## src/rtl/uint16_segment_reader_if.sv

```systemverilog
// Display-scan bus plus scan request/result signals of the UInt16 segment reader.
// The reader uses the slave modport; the display/host side uses master.
interface uint16_segment_reader_if;
  logic        start;
  logic        top_left;
  logic        top;
  logic        top_right;
  logic        bottom_right;
  logic        bottom;
  logic        bottom_left;
  logic        middle;
  logic [4:0]  digit_sel;
  logic        busy;
  logic [15:0] value;
  logic        valid;
  logic        error;

  modport master (
    output start, top_left, top, top_right, bottom_right, bottom, bottom_left, middle,
    input  digit_sel, busy, value, valid, error
  );

  modport slave (
    input  start, top_left, top, top_right, bottom_right, bottom, bottom_left, middle,
    output digit_sel, busy, value, valid, error
  );
endinterface

```

## src/rtl/uint16_segment_reader.sv

```systemverilog
// Scans a five-digit multiplexed seven-segment display and rebuilds the UInt16 it shows.
// Define UINT16_READER_CONTINUOUS_EN to repeat scans back-to-back without start.
//
// state    | meaning
// IDLE     | no scan, digit_sel=0, waits for start
// SETTLE   | digit selected, counting SETTLE_CYCLES before sampling
// SAMPLE   | segments decoded and accumulated for the current position
// DONE     | one cycle, valid or error pulse, value updated on success
module uint16_segment_reader #(
  parameter int SETTLE_CYCLES = 2
) (
  input  logic                   clk,
  input  logic                   rst_n,
  uint16_segment_reader_if.slave bus
);

  localparam logic [1:0] S_IDLE   = 2'd0;
  localparam logic [1:0] S_SETTLE = 2'd1;
  localparam logic [1:0] S_SAMPLE = 2'd2;
  localparam logic [1:0] S_DONE   = 2'd3;

  localparam logic [7:0] SETTLE_LOAD = 8'(SETTLE_CYCLES - 1);

  logic [1:0]  state;
  logic [2:0]  pos;
  logic [7:0]  settle_cnt;
  logic [16:0] acc;
  logic        seen_digit;
  logic [15:0] value_q;
  logic        valid_q;
  logic        error_q;

  logic [6:0]  seg;
  logic        is_digit;
  logic [3:0]  digit;
  logic        blank;
  logic [16:0] acc_next;
  logic        sample_fail;

  // seg is a..g: top, top_right, bottom_right, bottom, bottom_left, top_left, middle
  assign seg = {bus.top, bus.top_right, bus.bottom_right, bus.bottom,
                bus.bottom_left, bus.top_left, bus.middle};

  always_comb begin
    is_digit = 1'b1;
    digit    = 4'd0;
    case (seg)
      7'b1111110: digit = 4'd0;
      7'b0110000: digit = 4'd1;
      7'b1101101: digit = 4'd2;
      7'b1111001: digit = 4'd3;
      7'b0110011: digit = 4'd4;
      7'b1011011: digit = 4'd5;
      7'b1011111: digit = 4'd6;
      7'b1110000: digit = 4'd7;
      7'b1111111: digit = 4'd8;
      7'b1111011: digit = 4'd9;
      default:    is_digit = 1'b0;
    endcase
  end

  assign blank    = (seg == 7'd0);
  assign acc_next = acc * 17'd10 + {13'd0, digit};

  // Leading blanks are legal; a blank after a digit, a garbage pattern, overflow,
  // or an entirely blank display all fail the scan.
  assign sample_fail = (!is_digit && (!blank || seen_digit))
                     || (is_digit && (acc_next > 17'd65535))
                     || ((pos == 3'd0) && blank && !seen_digit);

  always_ff @(posedge clk or negedge rst_n) begin
    if (!rst_n) begin
      state      <= S_IDLE;
      pos        <= 3'd0;
      settle_cnt <= 8'd0;
      acc        <= 17'd0;
      seen_digit <= 1'b0;
      value_q    <= 16'd0;
      valid_q    <= 1'b0;
      error_q    <= 1'b0;
    end else begin
      valid_q <= 1'b0;
      error_q <= 1'b0;
      case (state)
        S_IDLE: begin
          if (bus.start) begin
            state      <= S_SETTLE;
            pos        <= 3'd4;
            settle_cnt <= SETTLE_LOAD;
            acc        <= 17'd0;
            seen_digit <= 1'b0;
          end
        end
        S_SETTLE: begin
          if (settle_cnt == 8'd0) state <= S_SAMPLE;
          else                    settle_cnt <= settle_cnt - 8'd1;
        end
        S_SAMPLE: begin
          if (is_digit) begin
            acc        <= acc_next;
            seen_digit <= 1'b1;
          end
          if (sample_fail) begin
            state   <= S_DONE;
            error_q <= 1'b1;
          end else if (pos == 3'd0) begin
            state   <= S_DONE;
            valid_q <= 1'b1;
            value_q <= is_digit ? acc_next[15:0] : acc[15:0];
          end else begin
            pos        <= pos - 3'd1;
            settle_cnt <= SETTLE_LOAD;
            state      <= S_SETTLE;
          end
        end
        S_DONE: begin
`ifdef UINT16_READER_CONTINUOUS_EN
          state      <= S_SETTLE;
          pos        <= 3'd4;
          settle_cnt <= SETTLE_LOAD;
          acc        <= 17'd0;
          seen_digit <= 1'b0;
`else
          state <= S_IDLE;
`endif
        end
        default: state <= S_IDLE;
      endcase
    end
  end

  assign bus.digit_sel = ((state == S_SETTLE) || (state == S_SAMPLE)) ? (5'b00001 << pos) : 5'b00000;
  assign bus.busy      = (state != S_IDLE);
  assign bus.value     = value_q;
  assign bus.valid     = valid_q;
  assign bus.error     = error_q;

endmodule

```

## src/flat_wrapper.sv

```systemverilog
// flat-port wrapper written by rule: the top's interface ports become plain ports
module uint16_segment_reader_flat 
#(
  parameter int SETTLE_CYCLES = 2
)
  (clk, rst_n, bus_start, bus_top_left, bus_top, bus_top_right, bus_bottom_right, bus_bottom, bus_bottom_left, bus_middle, bus_digit_sel, bus_busy, bus_value, bus_valid, bus_error);
  uint16_segment_reader_if bus_i ();
  input  logic clk;
  input  logic rst_n;
  input wire logic [$bits(bus_i.start)-1:0] bus_start;
  input wire logic [$bits(bus_i.top_left)-1:0] bus_top_left;
  input wire logic [$bits(bus_i.top)-1:0] bus_top;
  input wire logic [$bits(bus_i.top_right)-1:0] bus_top_right;
  input wire logic [$bits(bus_i.bottom_right)-1:0] bus_bottom_right;
  input wire logic [$bits(bus_i.bottom)-1:0] bus_bottom;
  input wire logic [$bits(bus_i.bottom_left)-1:0] bus_bottom_left;
  input wire logic [$bits(bus_i.middle)-1:0] bus_middle;
  output wire logic [$bits(bus_i.digit_sel)-1:0] bus_digit_sel;
  output wire logic [$bits(bus_i.busy)-1:0] bus_busy;
  output wire logic [$bits(bus_i.value)-1:0] bus_value;
  output wire logic [$bits(bus_i.valid)-1:0] bus_valid;
  output wire logic [$bits(bus_i.error)-1:0] bus_error;
  assign bus_i.start = bus_start;
  assign bus_i.top_left = bus_top_left;
  assign bus_i.top = bus_top;
  assign bus_i.top_right = bus_top_right;
  assign bus_i.bottom_right = bus_bottom_right;
  assign bus_i.bottom = bus_bottom;
  assign bus_i.bottom_left = bus_bottom_left;
  assign bus_i.middle = bus_middle;
  assign bus_digit_sel = bus_i.digit_sel;
  assign bus_busy = bus_i.busy;
  assign bus_value = bus_i.value;
  assign bus_valid = bus_i.valid;
  assign bus_error = bus_i.error;
  uint16_segment_reader #(.SETTLE_CYCLES(SETTLE_CYCLES)) u_core (.clk(clk), .rst_n(rst_n), .bus(bus_i));
endmodule
```

## config.mk

```make
export PLATFORM = sky130hd
export DESIGN_NAME = uint16_segment_reader_flat
export DESIGN_NICKNAME = d
export VERILOG_FILES = /design/src/rtl/uint16_segment_reader_if.sv /design/src/rtl/uint16_segment_reader.sv /design/src/flat_wrapper.sv
export SDC_FILE = /design/constraint.sdc
export NUM_CORES = 1
export LEC_CHECK = 0
export CELL_PAD_IN_SITES_DETAIL_PLACEMENT = 1
export CELL_PAD_IN_SITES_GLOBAL_PLACEMENT = 1
export CORE_MARGIN = 3
export CORE_UTILIZATION = 35
export DETAILED_ROUTE_END_ITERATION = 12
export PLACE_DENSITY_LB_ADDON = 0.08
export SLEW_MARGIN = 40
export SYNTH_ARGS = -nofsm -noshare
export SYNTH_HDL_FRONTEND = slang
export SYNTH_SLANG_ARGS = --single-unit
```

## constraint.sdc

```tcl
create_clock -name clk -period 3.95 [get_ports clk]
set_input_delay 0.79 -clock clk [delete_from_list [all_inputs] [get_ports clk]]
set_output_delay 0.79 -clock clk [all_outputs]
set_load 0.02 [all_outputs]
```

[Word-level counts from Yosys, hierarchy flattened]
Index checks and enable logic that the tools add are counted.
Cells by class
  $add $sub $neg: 3
  multipliers: 1
  div/mod/pow operators: 0
  order comparisons: 1
  equality and inequality tests: 19
  shifts and indexed selects: 1
  multiplexer cells: 29
  bitwise logic cells: 1
  reductions and logical operators: 24
Operator list (count)
  $eq 7x7->1 const B: 8
  $pmux 4 s9: 1
  $mux 17: 2
  $pmux 17 s2: 1
  $mux 8: 4
  $pmux 8 s3: 1
  $add 17x4->17: 1
  $gt 17x16->1 const B: 1
  $mul 17x3->16 const B: 1
  $mux 16: 1
  $eq 7x6->1 const B: 2
  $reduce_or 10->1: 1
  $mux 3: 3
  $logic_not 8->1: 1
  $mux 1: 8
  $mux 2: 4
  $ne 2x2->1 const B: 4
  $pmux 2 s4: 1
  $sub 8x1->8 const B: 1
  $logic_not 7->1: 1
  $pmux 3 s2: 1
  $reduce_and 3->1: 2
  $mux 5: 1
  $reduce_and 5->1: 1
  other kinds (16): 27
Storage, ports and cells
  flip-flop bits (word level): 49
  bits in latches: 0
  RAM bits: 0
  memory bits (read-only): 0
  bits of input ports: 10
  output and inout port bits: 24
  logic and storage cells: 87
  memories kept: 0

[Logic depth before layout (Yosys ltp)]
  depth after elaboration: 9
  mapped depth: 16
  gate-level depth less buffers: 15

[Worst setup path before layout]
No wires, ideal clock.
  path type: input port to flip-flop
  start point: input bus_top_left
  end point: register u_core.value_q[11] (netlist: u_core.bus.value[11])
  setup time: 0.125 ns
  arrival: 3.958 ns
  data required time: 3.825 ns
  slack: -0.133 ns
  cell stages on the path: 16
  buffers on the path: 1
  cells stage by stage: nor2_1 nor4b_1 o21ai_0 o21ai_0 ha_1 a21o_1 a21oi_1 nor3b_1 and3_1 and2_2 nand4_1 xor2_1 and2b_2 nand4_2 buf_4 mux2_2
Between the ends
  cells in the longest elaborated chain, start to end: 9
  elaborated cells between the ends (all ways): 28
  classes of those cells: add/sub (1); order compare (1); eq/ne (10); mux (3); bitwise (1); reduce/logical (12)
RTL lines
  from (decl): RTL line flat_wrapper.sv:11  | input wire logic [$bits(bus_i.top_left)-1:0] bus_top_left;
  $eq 7x7->1 / $eq 7x6->1 (equally long branches): RTL line uint16_segment_reader.sv:47  | case (seg)
  $pmux 4 s9 / $reduce_or 10->1 (equally long branches)
  $add 17x4->17 / $mux 1 (equally long branches): RTL line uint16_segment_reader.sv:63, uint16_segment_reader.sv:47
  $gt 17x16->1 / $logic_not 1->1 (equally long branches): RTL line uint16_segment_reader.sv:68, uint16_segment_reader.sv:67
  $logic_and 1x1->1, on equally long branches: RTL line uint16_segment_reader.sv:68, uint16_segment_reader.sv:67
  $logic_or 1x1->1: RTL line uint16_segment_reader.sv:68  | || (is_digit && (acc_next > 17'd65535))
  $logic_or 1x1->1: RTL line uint16_segment_reader.sv:69  | || ((pos == 3'd0) && blank && !seen_digit);
  $not 1->1 (no source line)
  $reduce_and 3->1 (no source line)
  to (signal assigned): RTL line uint16_segment_reader.sv:109  | value_q <= is_digit ? acc_next[15:0] : acc[15:0];
  to (decl): RTL line uint16_segment_reader.sv:29  | logic [15:0] value_q;
Parallel ways exist; a longest one is shown, timed or not.
A chain may end at the register's enable or synchronous reset.

[Final worst setup path]
  start point: register u_core.acc[4]
  end point: register u_core.settle_cnt[0]
Between the ends
  cells in the longest elaborated chain, start to end: 8
RTL lines
  from (decl): RTL line uint16_segment_reader.sv:27  | logic [16:0] acc;
  from (signal assigned): RTL line uint16_segment_reader.sv:100  | acc <= acc_next;
  $mul 17x3->16: RTL line uint16_segment_reader.sv:63  | assign acc_next = acc * 17'd10 + {13'd0, digit};
  $add 17x4->17: RTL line uint16_segment_reader.sv:63
  $gt 17x16->1: RTL line uint16_segment_reader.sv:68
  $logic_and 1x1->1: RTL line uint16_segment_reader.sv:68
  $logic_or 1x1->1: RTL line uint16_segment_reader.sv:68
  $logic_or 1x1->1: RTL line uint16_segment_reader.sv:69
  $ne 2x2->1 (no source line)
  $reduce_and 5->1 (no source line)
  to (signal assigned): RTL line uint16_segment_reader.sv:96  | else settle_cnt <= settle_cnt - 8'd1;
  to (decl): RTL line uint16_segment_reader.sv:26  | logic [7:0] settle_cnt;
Every way passes these cells.

==> metrics.md <==
| Metric | Value |
|---|---|
| Worst Tran Pin Value | 0.593 ns |
| Compound-Gate Fraction of Synth Area | 0.172 |
| Adder-Cell Fraction of Synth Area | 0.142 |
| CORE AREA | 0.0100 mm^2 |
| Top post-synthesis cells by area | dfrtp_1, ha_1, mux2_2 |
| CP endpoint kind | flop |
| Antenna diodes | 0 |
| Post-Synth XOR/XNOR Area | 0.0519 |
| CP bufs+invs | 0 |
| Initial antenna violation count | 0 |
| Crit path max-delay family | simple AND/OR/NAND/NOR gates |
| Post-synth net total | 431 |
| Relative slew slack | 0.600 |
| Count leader, synth | dfrtp_1 |
| Slowest cell on crit path | or4_4 |
| Die height | 109 um |
| Total of max-cap violations | 0 |
| Total track usage | 0.183 |
| Die area | 0.0119 mm^2 |
| Largest family of logic cells by synthesized area | simple AND/OR/NAND/NOR gates |
| Clock buffer depth | 2 |
| Share of layout cells above drive strength 1 | 0.308 |
| VDD IR max | 0.348 mV |
| Tcrit/Tclk final | 0.967 |
| I/O Buffers | 33 |
| Mapped Cells | 380 |
| Wirelength, routed | 10300 um |
| Synth Flop Type | dfrtp_1 |
| R2r setup slk | 0.13 ns |
| Total gr overflow | 0 |
| Clock transition at path regs | 0.10 ns |
| Die width | 109 um |
| Min-delay worst type | in2async |
| Syn. warnings | 0 |
| Outcome | finished clean |
| Area Overhead vs Synth | 33.3% |
| Pins over their slew limit | 0 |
| Reg-to-Reg End | u_core.settle_cnt[0] |
| Simple-gate share of the synthesized area | 0.174 |
| Clock skew | 0.00733 ns |
| Arrival time at the worst endpoint | 4.01 ns |
| Ys async rst share | 1.00 |
| Post-route cell area | 0.00495 mm^2 |
| Mux contribution to synthesized area | 0.101 |
| Nets | 528 |
| Starting Density | 0.370 |
| H-tree levels | 2 |
| Period minus WS final | 3.82 ns |
| EDFF count, synth | 0 |
| Global-route wire length before repair | 17300 um |
| Num Clock Sinks | 48 |
| Final setup violation count | 0 |
| Avg Inst Size Synth | 9.77 um^2 |
| Critical Path Fanout Max | 6 |
| #FFs+latches synth | 48 |
| Setup CP Type | reg2reg |
| Post-synth top area share | 0.324 |
| Initial DRC count | 64 |
| Pleak | 2.47 nW |
| Synth area leader | dfrtp_1 |
| Most frequent cells after synthesis | dfrtp_1, ha_1, nand2_1 |
| Critical path startpoint category | flop |
| Max Fclk | 262 MHz |
| Vias in the first global route | 3486 |
| Crit path largest cell delay | 0.57 ns |
| First-pass detailed-route iteration total | 4 |
| Remaining DRCs | 0 |
| Vias | 3237 |
| Routed WL per cell | 16.9 um |
| CTS tree | built |
| Yosys cell types | 65 |
| Post-route ant nets | 0 |
| Setup repair after global routing missed its margin | yes |
| Tot Pwr | 1.74 mW |
| Clock root buffer | clkbuf_8 |
| Instance area at placement | 0.00454 mm^2 |
| Hold_buf cts | 0 |
| Global placer's final weighted congestion | 0.767 |
| Detailed Place HPWL | 7650 um |
| Fin. Hold Viols | 0 |
| Synthesized area | 0.00371 mm^2 |
| Worst reg2reg startpoint | u_core.acc[4] |
| Cell count of the worst reg-to-reg path | 12 |
| Num ports | 34 |
| Largest net degree at the start of global routing | 33 |
| Total CTS buffers | 5 |
| Sequential area share after synthesis | 0.324 |
| Critical-path cell list | ha_1 > ha_1 > a21o_1 > a21oi_2 > a21oi_2 > or4_4 > a311oi_4 > nand4_1 > xor2_2 > o221a_1 > or3b_4 > mux2_4 |
| Via density | 5.30 |
| Skew-Pair Late Insertion Delay | 0.30 ns |
| Rows | 36 |
| PwrDens | 352 mW/mm^2 |
| Worst EP required | 4.14 ns |
==> worst max-delay path by stage <==
stage | start | to | cells past startpoint
final | u_core.acc[4] | u_core.settle_cnt[0] | 12
after global routing | u_core.acc[1] | u_core.settle_cnt[0] | 14
after CTS | bus_top_right | u_core.settle_cnt[0] | 16
after detailed placement | bus_bottom | u_core.settle_cnt[0] | 15
after global placement | bus_bottom_right | u_core.bus.value[1] | 17
after floorplan | bus_top_left | u_core.bus.value[11] | 16
==> flip-flops by register name, summed over array words and instances, names as in the netlist <==
register	count
u_core.bus.valid	1
u_core.bus.error	1
u_core.bus.value	16
u_core.seen_digit	1
u_core.pos	3
u_core.state	2
u_core.acc	16
u_core.settle_cnt	8
==> layout by cell type, fill, tap and decap left out, types with 5 or more instances in the layout <==
cell type,n
nand3_1,11
a21oi_1,13
nand2b_1,5
and2_1,6
mux2i_1,8
xnor2_1,13
dfrtp_1,46
ha_1,35
dlygate4sd2_1,6
buf_4,65
clkdlybuf4s50_1,25
nor3_1,5
inv_1,19
a21o_1,5
o21ai_0,16
xor2_1,8
mux2_2,25
clkbuf_8,5
a22o_1,16
nor2_1,19
nand2_1,26
==> repair_timing <==
item / CTS / global route
pin swaps: 7 / 13
hold endpoints to repair: 0 / 0
setup buffers: 10 / 7
resized for setup: 23 / 19
endpoints found under the setup margin: 26 / 22
==> area by class of cell <==
type	instances	area, um^2
fillers	1144	5090
multi-input cells	303	2540
flip-flops and latches	48	1200
repair buffers	100	856
well taps	133	166
inverters	19	71.3
clock buffers	5	68.8
clock inverters	3	46.3
==> where the power goes <==
group          leakage (nW)  switching (mW)  internal (mW)
Combinational          1.78           0.462          0.284
Clock                0.0548           0.185          0.191
Sequential            0.636          0.0665          0.556
==> per-stage QoR <==
step,TNS [ns],cells,setup WS (ns),util,hold WS (ns)
finish,0,611,0.130,0.493,0.418
global route,-0.836,611,-0.0902,0.493,0.407
CTS,0,603,0.0110,0.478,0.493
detailed placement,-12.42,585,-0.521,0.452,0.472
global placement,-9.08,585,-0.411,0.452,0.473
floorplan,0,380,0.0528,-,0.437
==> logic make-up (layout without fill, tap and decap cells) <==
family | after synthesis | after routing
AND/OR/NAND/NOR | 117 | 117
AO/OA/AOI/OAI | 89 | 89
flip-flops | 48 | 48
adder cells (fa/ha/maj) | 41 | 41
multiplexers | 34 | 34
buffers and inverters | 29 | 127
XOR/XNOR | 22 | 22
==> metal layers <==
layer,GRT usage,routed length (um),vias to the layer above
met5,0,0,-
li1,-,-,1586
met4,0.0406,78,0
met3,0.0237,205,6
met1,0.248,5040,1608
met2,0.312,5010,37
(Power assumes the default switching activity.)
